--- src/rtl/cordic_pkg.sv ---
// Definitions shared by the CORDIC vectoring front end and its angle-restoring post-stage.
package cordic_pkg;

  // Bit positions inside the 3-bit octant code {yneg, xneg, swap}
  localparam int Q_YNEG = 2;
  localparam int Q_XNEG = 1;
  localparam int Q_SWAP = 0;

  typedef logic [2:0] octant_t;

endpackage

--- src/rtl/cordic_abs_sat.sv ---
// Combinational magnitude and sign of a two's-complement word.
// With SAT=1 the most-negative code clamps to the largest positive value.
module cordic_abs_sat #(
  parameter int W   = 16,
  parameter int SAT = 1
) (
  input  logic signed [W-1:0] d,
  output logic        [W-1:0] mag,
  output logic                neg
);

  localparam logic [W-1:0] MIN_NEG = {1'b1, {(W-1){1'b0}}};
  localparam logic [W-1:0] MAX_POS = {1'b0, {(W-1){1'b1}}};
  localparam logic [W-1:0] ONE     = {{(W-1){1'b0}}, 1'b1};

  logic [W-1:0] w_raw;
  logic [W-1:0] w_neg_mag;

  assign w_raw     = d;
  assign w_neg_mag = (~w_raw) + ONE;
  assign neg       = w_raw[W-1];

  // Negating -2^(W-1) wraps back to 2^(W-1), which is the correct unsigned result when SAT=0
  always_comb begin
    mag = w_raw;
    if (w_raw == MIN_NEG) begin
      mag = (SAT != 0) ? MAX_POS : MIN_NEG;
    end else if (w_raw[W-1]) begin
      mag = w_neg_mag;
    end
  end

endmodule

--- src/rtl/cordic_pre_pipe.sv ---
// Vectoring CORDIC front end: folds (X,Y) into the first octant over two
// register stages with global stall, zero-vector flag and sideband tag.
module cordic_pre_pipe
  import cordic_pkg::*;
#(
  parameter int W     = 16,
  parameter int TAG_W = 4,
  parameter int SAT   = 1
) (
  input  logic                 clk,
  input  logic                 rst,
  input  logic                 ena,
  input  logic                 valid_i,
  input  logic signed [W-1:0]  xi,
  input  logic signed [W-1:0]  yi,
  input  logic [TAG_W-1:0]     tag_i,
  output logic                 valid_o,
  output logic [W-1:0]         xo,
  output logic [W-1:0]         yo,
  output logic [2:0]           q,
  output logic                 zero,
  output logic [TAG_W-1:0]     tag_o
);

  logic [W-1:0]     w_mx;
  logic [W-1:0]     w_my;
  logic             w_xneg;
  logic             w_yneg;
  logic             w_zero;
  logic             w_swap;
  octant_t          w_q;

  logic [W-1:0]     r_mx;
  logic [W-1:0]     r_my;
  logic             r_xneg;
  logic             r_yneg;
  logic             r_zero1;
  logic [TAG_W-1:0] r_tag1;
  logic             r_v1;

  logic [W-1:0]     r_xo;
  logic [W-1:0]     r_yo;
  octant_t          r_q;
  logic             r_zero2;
  logic [TAG_W-1:0] r_tag2;
  logic             r_v2;

  cordic_abs_sat #(.W(W), .SAT(SAT)) u_abs_x (
    .d   (xi),
    .mag (w_mx),
    .neg (w_xneg)
  );

  cordic_abs_sat #(.W(W), .SAT(SAT)) u_abs_y (
    .d   (yi),
    .mag (w_my),
    .neg (w_yneg)
  );

  assign w_zero = (xi == '0) && (yi == '0);

  // Equal magnitudes stay unswapped so the back end never sees an ambiguous fold
  assign w_swap = (r_my > r_mx);

  always_comb begin
    w_q         = '0;
    w_q[Q_YNEG] = r_yneg;
    w_q[Q_XNEG] = r_xneg;
    w_q[Q_SWAP] = w_swap;
  end

  always_ff @(posedge clk) begin
    if (rst) begin
      r_mx    <= '0;
      r_my    <= '0;
      r_xneg  <= 1'b0;
      r_yneg  <= 1'b0;
      r_zero1 <= 1'b0;
      r_tag1  <= '0;
      r_v1    <= 1'b0;
    end else if (ena) begin
      r_mx    <= w_mx;
      r_my    <= w_my;
      r_xneg  <= w_xneg;
      r_yneg  <= w_yneg;
      r_zero1 <= w_zero;
      r_tag1  <= tag_i;
      r_v1    <= valid_i;
    end
  end

  // Every stage-2 field comes from the same stage-1 sample, so sideband never skews
  always_ff @(posedge clk) begin
    if (rst) begin
      r_xo    <= '0;
      r_yo    <= '0;
      r_q     <= '0;
      r_zero2 <= 1'b0;
      r_tag2  <= '0;
      r_v2    <= 1'b0;
    end else if (ena) begin
      r_xo    <= w_swap ? r_my : r_mx;
      r_yo    <= w_swap ? r_mx : r_my;
      r_q     <= w_q;
      r_zero2 <= r_zero1;
      r_tag2  <= r_tag1;
      r_v2    <= r_v1;
    end
  end

  assign valid_o = r_v2;
  assign xo      = r_xo;
  assign yo      = r_yo;
  assign q       = r_q;
  assign zero    = r_zero2;
  assign tag_o   = r_tag2;

endmodule

--- config.mk ---
export PLATFORM = sky130hd
export DESIGN_NAME = cordic_pre_pipe
export DESIGN_NICKNAME = d
export VERILOG_FILES = /design/src/rtl/cordic_pkg.sv /design/src/rtl/cordic_abs_sat.sv /design/src/rtl/cordic_pre_pipe.sv
export SDC_FILE = /design/constraint.sdc
export NUM_CORES = 1
export LEC_CHECK = 0
export ABC_AREA = 0
export CORE_MARGIN = 3
export CORE_UTILIZATION = 44
export DETAILED_ROUTE_END_ITERATION = 7
export DONT_BUFFER_PORTS = 1
export SKIP_LAST_GASP = 1
export SLEW_MARGIN = 15
export SYNTH_ARGS = -nofsm -noshare
export SYNTH_HDL_FRONTEND = slang
export SYNTH_HIERARCHICAL = 1
export SYNTH_SLANG_ARGS = --single-unit
--- constraint.sdc ---
create_clock -name clk -period 2.6 [get_ports clk]
set_input_delay 0.39 -clock clk [delete_from_list [all_inputs] [get_ports clk]]
set_output_delay 0.39 -clock clk [all_outputs]
set_load 0.1 [all_outputs]
Word level (Yosys, flattened, before mapping)
Index checks and enable logic that the tools add are counted.
{ "op_classes": {"shift": 0, "magnitude_cmp": 1, "mux": 6, "bitwise_logic": 2, "div": 0, "n_reduce_logical": 3, "n_eq_ne": 2, "addsub": 2, "n_mul": 0} }
{ "ops": {"columns": ["cell", "n"], "rows": [
  ["two-way mux 16 bit", 6],
  ["adder 16 x 1 -> 16 bit, second input constant", 2],
  ["equality test 16 bit, second input constant", 2],
  ["logical NOT 16 bit", 2],
  ["inverter 16 bit", 2],
  ["greater-than comparator 16 bit", 1],
  ["logical AND 1 bit", 1]
]} }
{ "totals": {"mem_bits_rw": 0, "rom_bits": 0, "ff_bits": 81, "wordCells": 29, "n_memories": 0, "latchBits": 0} }

Depth between registers and ports, before layout
{ "logic_depth": {"depth_word": 4, "ltp_mapped": 9, "depth_no_buf": 8} }

By module
The synthesis kept the hierarchy.
{ "modules_own_cells": {"columns": ["module", "area_per_inst_um2", "cells_per_inst", "instances"], "rows": [
  ["cordic_pre_pipe", 4022.6, 432, 1],
  ["cordic_abs_sat", 476.7, 66, 2]
]} }

Worst setup path after synthesis
No wires, ideal clock.
{ "synth_timing": {"path_kind": "register to register", "from": "register r_mx[15]", "to": "register r_yo[12] (netlist: yo[12])", "setup_time_ns": 0.116, "slack_ns": 0.459, "arrival_ns": 2.025, "path_buffers": 2, "path_stages_with_launch": 10, "path_cell_list": "dfxtp_1 inv_1 ha_1 nand4_2 nor4_4 and4_1 buf_4 a31oi_4 buf_6 o211a_1"} }
{ "synth_via": {"elab_chain_cells": 2} }
{ "synth_lines": {"columns": ["element", "line_no", "text"], "rows": [
  ["start, declared", "cordic_pre_pipe.sv:33", "logic [W-1:0] r_mx;"],
  ["start signal, assigned", "cordic_pre_pipe.sv:82", "r_mx <= w_mx;"],
  ["greater-than comparator 16 bit", "cordic_pre_pipe.sv:63", "assign w_swap = (r_my > r_mx);"],
  ["two-way mux 16 bit", "cordic_pre_pipe.sv:103", "r_yo <= w_swap ? r_mx : r_my;"],
  ["end signal, assigned", "cordic_pre_pipe.sv:103", null],
  ["end, declared", "cordic_pre_pipe.sv:42", "logic [W-1:0] r_yo;"]
]} }
Every way passes these cells.
A chain may end at the register's enable or synchronous reset.

Worst setup path after layout
{ "layout_timing": {"from": "register r_mx[8]", "to": "register r_xo[10] (netlist: xo[10])"} }
{ "layout_via": {"elab_chain_cells": 2} }
{ "layout_lines": {"columns": ["element", "line_no", "text"], "rows": [
  ["greater-than comparator 16 bit", "cordic_pre_pipe.sv:63", null],
  ["two-way mux 16 bit", "cordic_pre_pipe.sv:102", "r_xo <= w_swap ? r_my : r_mx;"],
  ["end signal, assigned", "cordic_pre_pipe.sv:102", null],
  ["end, declared", "cordic_pre_pipe.sv:41", "logic [W-1:0] r_xo;"]
]} }
Every way passes these cells.

==> reports/results.ini <==
[status]
status=finished, final reports clean

[clock_tree]
cts_sinks=81
cts_setup_buffers=0
clockBufferDepth=2
cts_root_buffer=clkbuf_16
clk_latency_ps=340
path_clk_slew_ps=60
cts_buffers=9
cts_tree=done
h-tree-depth=3

[cells_and_area]
drive_gt1_frac=0.129
diodes=0
nets=621
fin_area_mm2=0.00548
area_growth_pct=10.1

[global_route]
grt_max_degree=116
gr-total-overflow=0
grt_first_pass_wirelength_mm=21.2
antenna_found_initial=0
grtUsageTotal=0.207
first_global_vias=4099

[critical_path]
critPathArrivalTime_ps=2610
max_stage_delay_ps=430
cp_data_required_time_ps=2850
crit_fanout=14
crit_family=simple AND/OR/NAND/NOR gates
path_buf_inv=2
crit_type=reg -> reg
crit_chain=inv_1, ha_1, nand4_1, nor4_4, and4_2, buf_4, a311oi_1, a211oi_1
worstSetupEndpointType=flop
slowest_stage=nor4_4
cp-start-kind=flop

[route]
drt_wl_total_mm=12.8
wl_met3_um=804
vias=4160
drtIter0Drc=225
avgRoutedWirePerCell_um=18.1
drt_pass1_iterations=4
top_layer=met4
met1Wirelength_mm=6.01
detail-route-antenna-nets=0
drc=0
viasPerCell=5.88
met2_length_mm=5.73

[timing]
whs_ps=127
report.final.slew_viol_count=0
hold_viol_final=0
min_period_over_period=0.908
fin_skew_ps=6.71
worst_slack_ps=239
slew_headroom=0.331
rsz0062_at_grt=no
setup_violations=0
period_needed_ps=2360
fmax_mhz=424
finalSetupTns_ps=0
tightest_slew_ps=1000

[synth]
synth_area_leaders=dfxtp_1 (33%), mux2i_1 (11%), nor2_1 (7.4%), ha_1 (4.5%), o211a_1 (3.2%)
synth.most_common_cell=nor2_1
ys_types=53
synth_seq_cells=81
synth_area_leader_cell=dfxtp_1
postSynthCellCount=564
async_reset_ff_frac=0
netlist_top_cells_count=nor2_1 (98), dfxtp_1 (81), mux2i_1 (53), nand2_1 (27)
synthesis.nets=622
synth_edf_count=0
synth_top_area_frac=0.326
yosysSeqAreaShare=0.326
ys_warn_count=6
synth_flop_cell=dfxtp_1
synth.avg_cell_area_um2=8.82
syn_area_mm2=0.00498

[placed_design]
post_dp_cell_area_mm2=0.00516
hpwl_mm=9.40
place_ws_ps=79.3
port_buffers=0
gp_congestion=0.864

[min_path]
holdCritPathClass=in -> reg

[floorplan]
die_area_mm2=0.0126
start_util=0.455
die_y_um=112
num_io_pins=81
num_rows=38
coreArea_mm2=0.0109
die_w_um=112

[power]
switchingPower_uw=1440
max-vdd-ir-drop_mv=0.401
cellPowerDensity_mw_per_mm2=724
leakage_uw=0.00245
p_seq_frac=0.449
combPwrFrac=0.211
p_int_uw=2530
power_frac_clock=0.340
swShare=0.362

[job]
drv_cap=0

cell type report:
cell class	instances	area, um^2
inverter	22	82.6
clock inverter	3	65.1
sequential	81	1620
tap	140	175
timing repair buffer	27	203
multi-input combinational	422	3080
clock buffer	12	246
fill	1059	5460
layout by cell type, fill, tap and decap left out, drive strengths merged, types with 12 or more instances in the layout:
master,instances
dfxtp,81
buf,27
clkbuf,12
nor4,13
mux2i,53
nand2b,18
a311oi,16
a211oi,18
o21bai,16
nor2,98
o311ai,17
nor2b,18
ha,18
xor2,12
nand2,27
o211a,16
a21oi,13
inv,22
worst register-to-register path: cells and delay by family (launching register included):
| family | cells | cell delay [ps] |
|---|---|---|
| compound gates | 2 | 330 |
| fa+ha+maj | 1 | 280 |
| buf+inv | 2 | 290 |
| flops | 1 | 360 |
| simple gates | 3 | 1000 |
cells by family after synthesis:
kind of cell | share of synthesized area
compound gates | 0.201
xor+xnor | 0.0282
fa+ha+maj | 0.0453
buf+inv | 0.0556
flops | 0.326
mux | 0.107
simple gates | 0.238
final timing paths:
| kind | from | to | slack [ps] | cells past startpoint |
|---|---|---|---|---|
| setup / recovery | r_mx[8] | xo[10] | 240 | 8 |
| hold / removal | rst | q[0] | 130 | 1 |
| hold reg to reg | r_zero1 | r_zero1 | 470 | 2 |
| setup reg to reg | r_mx[8] | xo[10] | 240 | 8 |
power groups by stage:
stage | Clock, uW | Sequential [uW] | Combinational, uW
after global placement | 0 | 1800 | 818
after detailed placement | 0 | 1810 | 832
final | 1350 | 1780 | 835
after global routing | 1430 | 1800 | 912
after floorplan | 0 | 1940 | 547
after CTS | 1380 | 1780 | 835
timing repair:
| item | in CTS | in global routing |
|---|---|---|
| gates resized for setup | 0 | 3 |
| setup endpoints to repair | 0 | 33 |
| hold buffers | 0 | 0 |
flip-flops by register name (all words and copies together) (netlist names), 3 cells and up:
signal / flops
r_mx: 16
r_my: 16
q: 3
xo: 16
r_tag1: 4
tag_o: 4
yo: 16
per-stage QoR:
step,cells,total power [uW],util
floorplan,564,2490,-
global placement,692,2620,0.472
detailed placement,692,2640,0.472
CTS,707,4000,0.500
global route,707,4130,0.501
finish,707,3960,0.501
per-layer routing:
metal  up-vias  global-route usage
met5         -                   0
met4         0              0.0721
met3        19              0.0561
met2       116               0.327
met1      1965               0.275
li1       2060                   -
(Power assumes the default switching activity.)
